==> src/rtl/icache_if.sv <==
// Fetch-side and memory-side handshake bundle for the instruction cache.
// slave: the cache side; master: the IF stage / mem_ctrl side.
interface icache_if;
  logic        if_req;
  logic [31:0] if_pc;
  logic        inst_ok;
  logic [31:0] inst_o;
  logic        mem_req;
  logic [31:0] mem_addr;
  logic        mem_ack;
  logic [31:0] mem_data;

  modport slave (
    input  if_req, if_pc, mem_ack, mem_data,
    output inst_ok, inst_o, mem_req, mem_addr
  );

  modport master (
    output if_req, if_pc, mem_ack, mem_data,
    input  inst_ok, inst_o, mem_req, mem_addr
  );
endinterface

==> src/rtl/icache.sv <==
// Direct-mapped, one-word-per-line instruction cache between IF and mem_ctrl.
// Define ICACHE_STATS_EN to add the hit_cnt / miss_cnt counter outputs.
module icache #(
  parameter int unsigned INDEX_WIDTH = 6,
  parameter int unsigned ADDR_WIDTH  = 18
) (
  input  logic        clk,
  input  logic        rst,
  input  logic        rdy,
  input  logic        flush,
  input  logic        inv,
  icache_if.slave     bus
`ifdef ICACHE_STATS_EN
  ,
  output logic [31:0] hit_cnt,
  output logic [31:0] miss_cnt
`endif
);

  localparam int unsigned NumLines = 2 ** INDEX_WIDTH;
  localparam int unsigned TagWidth = ADDR_WIDTH - INDEX_WIDTH - 2;

  typedef enum logic [0:0] {StIdle, StMiss} state_e;

  state_e                  state_q, state_d;
  logic [NumLines-1:0]     valid_q;
  logic [TagWidth-1:0]     tag_q  [NumLines];
  logic [31:0]             data_q [NumLines];
  // Word address of the outstanding miss: index in the low bits, tag above.
  logic [ADDR_WIDTH-3:0]   miss_pc_q, miss_pc_d;
  logic                    cancel_q, cancel_d;
  logic                    inst_ok_q, inst_ok_d;
  logic [31:0]             inst_o_q, inst_o_d;
  logic                    mem_req_q, mem_req_d;
  logic [31:0]             mem_addr_q, mem_addr_d;

  logic                    hit, fill, acc_hit, acc_miss;
  logic [INDEX_WIDTH-1:0]  req_idx, fill_idx;
  logic [TagWidth-1:0]     req_tag, fill_tag;
  logic                    unused_pc_bits;

  assign req_idx        = bus.if_pc[INDEX_WIDTH+1:2];
  assign req_tag        = bus.if_pc[ADDR_WIDTH-1:INDEX_WIDTH+2];
  assign fill_idx       = miss_pc_q[INDEX_WIDTH-1:0];
  assign fill_tag       = miss_pc_q[ADDR_WIDTH-3:INDEX_WIDTH];
  assign hit            = valid_q[req_idx] && (tag_q[req_idx] == req_tag);
  assign unused_pc_bits = ^bus.if_pc[1:0];

  always_comb begin
    state_d    = state_q;
    cancel_d   = cancel_q;
    miss_pc_d  = miss_pc_q;
    inst_ok_d  = 1'b0;
    inst_o_d   = inst_o_q;
    mem_req_d  = mem_req_q;
    mem_addr_d = mem_addr_q;
    fill       = 1'b0;
    acc_hit    = 1'b0;
    acc_miss   = 1'b0;
    case (state_q)
      StIdle: begin
        if (bus.if_req && !flush) begin
          if (hit) begin
            acc_hit   = 1'b1;
            inst_ok_d = 1'b1;
            inst_o_d  = data_q[req_idx];
          end else begin
            acc_miss   = 1'b1;
            miss_pc_d  = bus.if_pc[ADDR_WIDTH-1:2];
            mem_req_d  = 1'b1;
            mem_addr_d = {bus.if_pc[31:2], 2'b00};
            state_d    = StMiss;
          end
        end
      end
      StMiss: begin
        if (bus.mem_ack) begin
          fill      = 1'b1;
          mem_req_d = 1'b0;
          inst_o_d  = bus.mem_data;
          // A flush on the ack edge itself also kills the pulse.
          inst_ok_d = !(cancel_q || flush);
          cancel_d  = 1'b0;
          state_d   = StIdle;
        end else if (flush) begin
          cancel_d = 1'b1;
        end
      end
      default: state_d = StIdle;
    endcase
  end

  always_ff @(posedge clk or posedge rst) begin
    if (rst) begin
      state_q    <= StIdle;
      valid_q    <= '0;
      miss_pc_q  <= '0;
      cancel_q   <= 1'b0;
      inst_ok_q  <= 1'b0;
      inst_o_q   <= '0;
      mem_req_q  <= 1'b0;
      mem_addr_q <= '0;
    end else if (rdy) begin
      state_q    <= state_d;
      miss_pc_q  <= miss_pc_d;
      cancel_q   <= cancel_d;
      inst_ok_q  <= inst_ok_d;
      inst_o_q   <= inst_o_d;
      mem_req_q  <= mem_req_d;
      mem_addr_q <= mem_addr_d;
      // Invalidate beats a same-edge fill: the filled line stays invalid.
      if (inv) begin
        valid_q <= '0;
      end else if (fill) begin
        valid_q[fill_idx] <= 1'b1;
      end
    end
  end

  // Tag/data need no reset; valid_q gates every read.
  always_ff @(posedge clk) begin
    if (rdy && fill) begin
      tag_q[fill_idx]  <= fill_tag;
      data_q[fill_idx] <= bus.mem_data;
    end
  end

  assign bus.inst_ok  = inst_ok_q;
  assign bus.inst_o   = inst_o_q;
  assign bus.mem_req  = mem_req_q;
  assign bus.mem_addr = mem_addr_q;

`ifdef ICACHE_STATS_EN
  logic [31:0] hit_cnt_q, miss_cnt_q;

  always_ff @(posedge clk or posedge rst) begin
    if (rst) begin
      hit_cnt_q  <= '0;
      miss_cnt_q <= '0;
    end else if (rdy) begin
      if (acc_hit) begin
        hit_cnt_q <= hit_cnt_q + 32'd1;
      end
      if (acc_miss) begin
        miss_cnt_q <= miss_cnt_q + 32'd1;
      end
    end
  end

  assign hit_cnt  = hit_cnt_q;
  assign miss_cnt = miss_cnt_q;
`else
  logic unused_stats;
  assign unused_stats = acc_hit ^ acc_miss;
`endif

endmodule

==> src/flat_wrapper.sv <==
// flat-port wrapper written by rule: the top's interface ports become plain ports
module icache_flat 
#(
  parameter int unsigned INDEX_WIDTH = 6,
  parameter int unsigned ADDR_WIDTH  = 18
)
  (clk, rst, rdy, flush, inv, bus_if_req, bus_if_pc, bus_mem_ack, bus_mem_data, bus_inst_ok, bus_inst_o, bus_mem_req, bus_mem_addr);
  icache_if bus_i ();
  input  logic clk;
  input  logic rst;
  input  logic rdy;
  input  logic flush;
  input  logic inv;
  input wire logic [$bits(bus_i.if_req)-1:0] bus_if_req;
  input wire logic [$bits(bus_i.if_pc)-1:0] bus_if_pc;
  input wire logic [$bits(bus_i.mem_ack)-1:0] bus_mem_ack;
  input wire logic [$bits(bus_i.mem_data)-1:0] bus_mem_data;
  output wire logic [$bits(bus_i.inst_ok)-1:0] bus_inst_ok;
  output wire logic [$bits(bus_i.inst_o)-1:0] bus_inst_o;
  output wire logic [$bits(bus_i.mem_req)-1:0] bus_mem_req;
  output wire logic [$bits(bus_i.mem_addr)-1:0] bus_mem_addr;
  assign bus_i.if_req = bus_if_req;
  assign bus_i.if_pc = bus_if_pc;
  assign bus_i.mem_ack = bus_mem_ack;
  assign bus_i.mem_data = bus_mem_data;
  assign bus_inst_ok = bus_i.inst_ok;
  assign bus_inst_o = bus_i.inst_o;
  assign bus_mem_req = bus_i.mem_req;
  assign bus_mem_addr = bus_i.mem_addr;
  icache #(.INDEX_WIDTH(INDEX_WIDTH), .ADDR_WIDTH(ADDR_WIDTH)) u_core (.clk(clk), .rst(rst), .rdy(rdy), .flush(flush), .inv(inv), .bus(bus_i));
endmodule
==> config.mk <==
export PLATFORM = sky130hd
export DESIGN_NAME = icache_flat
export DESIGN_NICKNAME = d
export VERILOG_FILES = /design/src/rtl/icache_if.sv /design/src/rtl/icache.sv /design/src/flat_wrapper.sv
export SDC_FILE = /design/constraint.sdc
export NUM_CORES = 2
export LEC_CHECK = 0
export BUFFER_PORTS_ARGS = -buffer_cell sky130_fd_sc_hd__buf_2
export CORE_MARGIN = 2
export CORE_UTILIZATION = 35
export DETAILED_ROUTE_END_ITERATION = 6
export HOLD_SLACK_MARGIN = 0.08
export SETUP_SLACK_MARGIN = 0.02
export SLEW_MARGIN = 20
export SYNTH_ARGS = -nofsm -noshare
export SYNTH_HDL_FRONTEND = slang
export SYNTH_SLANG_ARGS = --single-unit
==> constraint.sdc <==
create_clock -name clk -period 4.4 [get_ports clk]
set_clock_uncertainty 0.1 [all_clocks]
set_input_delay 0.66 -clock clk [delete_from_list [all_inputs] [get_ports clk]]
set_output_delay 0.66 -clock clk [all_outputs]
set_load 0.05 [all_outputs]
Yosys cells after proc, flatten, opt, wreduce, memory -nomap -nowiden
Memories as Yosys holds them, arrays and structs flattened.
Cells that the tools add are included.
Storage, ports and cells
  memory bits (writable): 2688
  word-level logic and storage cells: 63
  input port bits: 71
  bits in registers: 146
  memories kept: 2
  output and inout bits: 66
Memory list
  u_core.data_q: words 64, bits a word 32, rd ports 1, clocked after memory_dff 0, wr ports 1, line icache.sv:28  | logic [31:0] data_q [NumLines];
  u_core.tag_q: words 64, bits a word 10, rd ports 1, clocked after memory_dff 0, wr ports 1, line icache.sv:27  | logic [TagWidth-1:0] tag_q [NumLines];
Cells by class
  equal/unequal tests: 5
  $lt $le $gt $ge: 3
  multiplexer cells: 28
  reduce and logical (&&, ||, !) cells: 14
  bitwise operators: 3
Operators by type and width (number)
  two-way mux 64 bit: 2
  two-way mux 32 bit: 3
  bitwise OR 64 bit: 1
  case mux 32 bit (2 select lines): 1
  two-way mux 1 bit: 17
  less-than comparator 6 x 7 -> 1 bit (second input constant): 2
  AND reduction 4 bit: 3
  == test 10 bit: 1
  binary-select mux 1 bit (select 6 bit): 1
  demux 1 bit (select 6 bit): 1
  greater-or-equal comparator 6 x 1 -> 1 bit (second input constant): 1
  case mux 1 bit (2 select lines): 3
  logical AND 1 bit: 4
  != test 2 x 1 -> 1 bit (second input constant): 2
  != test 2 bit (second input constant): 2
  nonzero test 2 bit: 2
  AND reduction 3 bit: 1
  logical NOT 1 bit: 2
  inverter 1 bit: 2
  AND reduction 2 bit: 1
  logical OR 1 bit: 1

Longest topological paths before layout
  word-level depth: 7
  depth in mapped cells: 18
  gate-level depth less buffers: 9

Worst setup path after synthesis
OpenSTA, ideal clock, no wires.
  kind: input port to flip-flop
  start point: input port bus_if_pc[2]
  end point: register u_core.inst_o_q[20] (netlist: u_core.bus.inst_o[20])
  slack: 0.424 ns
  cell stages on the path: 16
  setup time: 0.125 ns
  data required time: 4.175 ns
  data arrival time: 3.751 ns
  path buffers: 9
  cells stage by stage: buf_6 > buf_8 > buf_12 > buf_8 > buf_6 > buf_6 > buf_6 > buf_2 > buf_2 > mux2i_1 > a22oi_1 > a21oi_1 > a31oi_1 > mux4_2 > mux2_2 > mux2_2
Between the ends
  cells in the longest elaborated chain, start to end: 5
  elaborated cells on any way between the ends: 11
  classes of those cells: eq/ne (2); mux (5); reduce/logical (2); memory (2)
RTL lines
  start, declared: line flat_wrapper.sv:15  | input wire logic [$bits(bus_i.if_pc)-1:0] bus_if_pc;
  memory read (64 x 10 bit) / binary-select mux 1 bit (select 6 bit) (equally long branches)
  == test 10 bit / two-way mux 1 bit (equally long branches): line icache.sv:46  | assign hit = valid_q[req_idx] && (tag_q[req_idx] == req_tag);
  logical AND 1 bit: line icache.sv:46
  != test 2 x 1 -> 1 bit (no source line)
  AND reduction 4 bit (no source line)
  end signal, assigned: line icache.sv:108  | inst_o_q <= inst_o_d;
  end, declared: line icache.sv:33  | logic [31:0] inst_o_q, inst_o_d;
Several ways; a longest one is shown, not always the timed one. The select of a mux whose other input is x is not followed.
A chain may end at the register's enable or synchronous reset.

Worst setup path after layout
  start point: input port bus_if_pc[2]
  end point: register u_core.inst_o_q[18] (netlist: u_core.bus.inst_o[18])
The elaborated chain is that of the path after synthesis.

==> metrics.md <==
| Metric | Value |
|---|---|
| Via Count | `54,410` |
| Crit-path max cell delay | `approximately 400 ps` |
| CTS buffer count | `just under 300` |
| Commonest non-fill, non-tap cells in the layout | `edfxtp_1 (2,688), mux4_2 (719), clkbuf_16 (300), buf_4 (281), nand2_1 (198)` |
| Core Region | `309,000 µm²` |
| Result of the run | `completed` |
| Max cap viols | `0` |
| Gp weighted congestion | `0.830` |
| DP Area | `~120,000 µm²` |
| Setup CP Type | `primary input to flip-flop` |
| Number of flops mapped to enable cells by yosys | `about 2,700` |
| Most used cell, CP | `buf_4` |
| H-tree levels | `5` |
| Slew headroom | `19.9%` |
| Synth Cell Area | `108,000 µm²` |
| RSZ-0062 raised after global routing | `no` |
| # setup viols final | `0` |
| Power density cells | `471 nW/µm²` |
| DRT antenna net count | `0` |
| Die Y-Extent | `560 µm` |
| Post-synth ARST share | `~4.6%` |
| Die ar. | `314,000 µm²` |
| Post-CTS sizing | `0` |
| Clk buf depth | `4` |
| Area Overhead vs Synth | `16.8%` |
| Post-route DRC | `0` |
| Worst-Skew Late Latency | `900 ps` |
| Post-Synthesis Cells | `between 4,000 and 5,000` |
| DR iter-0 viols | `7,014` |
| Synthesized flop and latch total | `between 2,000 and 3,000` |
| Crit path arrival time | `between 4000 and 5000 ps` |
| Routed WL per cell | `32.4 µm` |
| Ports | `137` |
| Die width | `~560 µm` |
| Required time worst endpoint | `5010 ps` |
| Sinks on Clock Net | `2,818` |
| 1st-pass router iterations | `6` |
| Port Buffers | `132` |
| Post-CTS Setup Bufs | `0` |
| Post-synthesis sequential area ratio | `77.5%` |
| Final hold vios | `0` |
| Slew at the pin closest to its max-slew limit | `1190 ps` |
| CP delay by family, top | `buffers and inverters` |
| FF-to-FF path depth | `13` |
| CP max stage cell | `o41ai_1` |
| # nets final | `approximately 5,400` |
| Startpoint Class | `primary input` |
| Final worst path period need | `3970 ps` |
| Layout cells sized above 1 | `31.1%` |
| Vias in the first global route | `54,877` |
| Design area | `approximately 130,000 µm²` |
| Vias per cell | `5.61` |
| Ys flop type | `edfxtp_1` |
| CP Depth | `17` |
| Crit-path max FO | `23` |
| Largest net degree at the start of global routing | `103` |
| Critical path endpoint category | `flip-flop` |
| Hold-fix buffers at CTS | `29` |
| Netlist cell types | `67` |
| Worst hold stages | `1` |
| Tightest Hold Check Type | `primary input to flip-flop` |
| Cells along the critical path | `buf_8, buf_12, buf_4, buf_4, mux2i_1, nor2_1, o41ai_1, buf_4, a31oi_1, o22ai_1, xor2_1, nand4_1, buf_4, o31ai_4, buf_12, buf_12, mux2_2` |
| Most common cell after layout, fill and taps aside | `edfxtp_1` |
| Initial antenna violation count | `17` |
| Drt total wl | `314,000 µm` |
| CP Buf/Inv Count | `8` |
| Syn avg cell area | `~23 µm²` |
| Total gr overflow | `0` |
| Final critical-path setup slack | `426 ps` |
| Starting Density | `35.1%` |
| Pre-CTS setup slack | `-265 ps` |
| Fillers | `26,759` |
| All-Layer GR Usage | `19.6%` |
| Dpl hpwl | `174,000 µm` |
| Final period util | `90.3%` |
| Placed cells | `9,137` |
| Leakage | `0.0405 µW` |
| Post-Layout Cell Count | `between 9,000 and 10,000` |
| Global-route wire length before repair | `435,000 µm` |
| Maximum vdd drop | `0.323 mV` |
| # rows | `204` |
| Slew Viols, Final | `0` |
| Synth warn | `0` |
| CTS tree | `done` |
| Clock slew at reported path FFs | `60 ps` |
| F_max | `0.252 GHz` |
| CTS root buffer | `clkbuf_16` |
-- power by group --
part / internal, µW / leakage, µW / total, µW / switching (µW)
Combinational: 1440 / 0.0101 / 4540 / 3100
Clock: 14300 / 0.00460 / 24500 / 10200
Sequential: 30100 / 0.0258 / 30600 / 471
-- logic make-up after synthesis --
family,count (synthesis),share of synthesized area [%]
DFF,2818,77.5
muxes,967,17.3
and+or+nand+nor,437,1.77
AOI/OAI and AO/OA,300,2.05
buffers and inverters,282,1.33
xor gates and xnor gates,7,0.0566
other,1,0.00346
-- sequential cells by signal (all words and copies together), names as in the netlist --
signal               count
u_core.data_q         2048
u_core.tag_q           640
u_core.valid_q          64
u_core.bus.inst_o       32
u_core.bus.mem_addr     15
u_core.miss_pc_q        15
u_core.bus.inst_ok       1
u_core.bus.mem_req       1
u_core.cancel_q          1
u_core.state_q           1
-- worst register-to-register path, cell delays in order (launching register included) --
cell and delay, ps:
edfxtp_1 370, mux4_2 510, mux2_2 290, a221oi_1 260, buf_4 160, nor4_1 50
xnor2_1 280, buf_4 180, and3b_1 170, nand4_1 220, o31ai_4 390, buf_12 240
buf_12 210, mux2_2 350
-- worst paths after layout --
kind | from | end | slack (ps)
max in group asynchronous | rst | u_core.valid_q[41]$_DFFE_PP0P_ | 2740
max | bus_if_pc[2] | u_core.bus.inst_o[18]$_DFFE_PP0P_ | 430
min in group asynchronous | rst | u_core.bus.mem_addr[30]$_DFFE_PP0P_ | 420
min | bus_mem_data[30] | u_core.data_q[23][30]$_DFFE_PP_ | 140
max reg2reg | u_core.tag_q[60][0]$_DFFE_PP_ | u_core.bus.inst_o[18]$_DFFE_PP0P_ | 530
min reg2reg | u_core.bus.mem_addr[23]$_DFFE_PP0P_ | u_core.bus.mem_addr[23]$_DFFE_PP0P_ | 380
-- cells in the mapped netlist, types with 35 or more instances --
library cell  instances  share of area [%]
nand3_1              35               0.16
edfxtp_1           2688                 74
buf_4                41               0.28
o21a_1               64               0.44
mux2i_1             177                1.6
a21oi_1              38               0.18
buf_2                76               0.35
dfrtp_1             130                3.0
nor2_1              113               0.39
mux4_2              719                 15
mux2_2               43               0.45
clkbuf_1            116               0.40
nand2_1             199               0.69
a22oi_1              56               0.39
-- metal layers --
| metal | part of all wire (%) | global-route usage (%) |
|---|---|---|
| met5 | 0.021 | 0 |
| met4 | 3.1 | 5.89 |
| met3 | 8.5 | 3.97 |
| met2 | 49 | 32.2 |
| met1 | 40 | 26.3 |
-- area by class of cell --
type                    instances  area (µm²)  area share (%)
flip-flops and latches       2818       84000            66.3
multi-input cells            1713       23500            18.5
clock buffers                 381        7970            6.30
well taps                    4120        5150            4.07
repair buffers                498        4450            3.52
clock inverters               139        1450            1.15
inverters                      20        93.8          0.0741
diodes                          6        15.0          0.0119
-- stage by stage --
stage                     TNS, ps  total power, µW  util [%]  hold WS [ps]
final                           0            59700      41.0           136
after global routing            0            61400      41.0           115
after CTS                       0            60100      41.0           121
after detailed placement    -9070            35700      37.8           370
after global placement     -12070            35600      37.8           361
after floorplan                 0            33700         -           359
(Power assumes the default switching activity.)
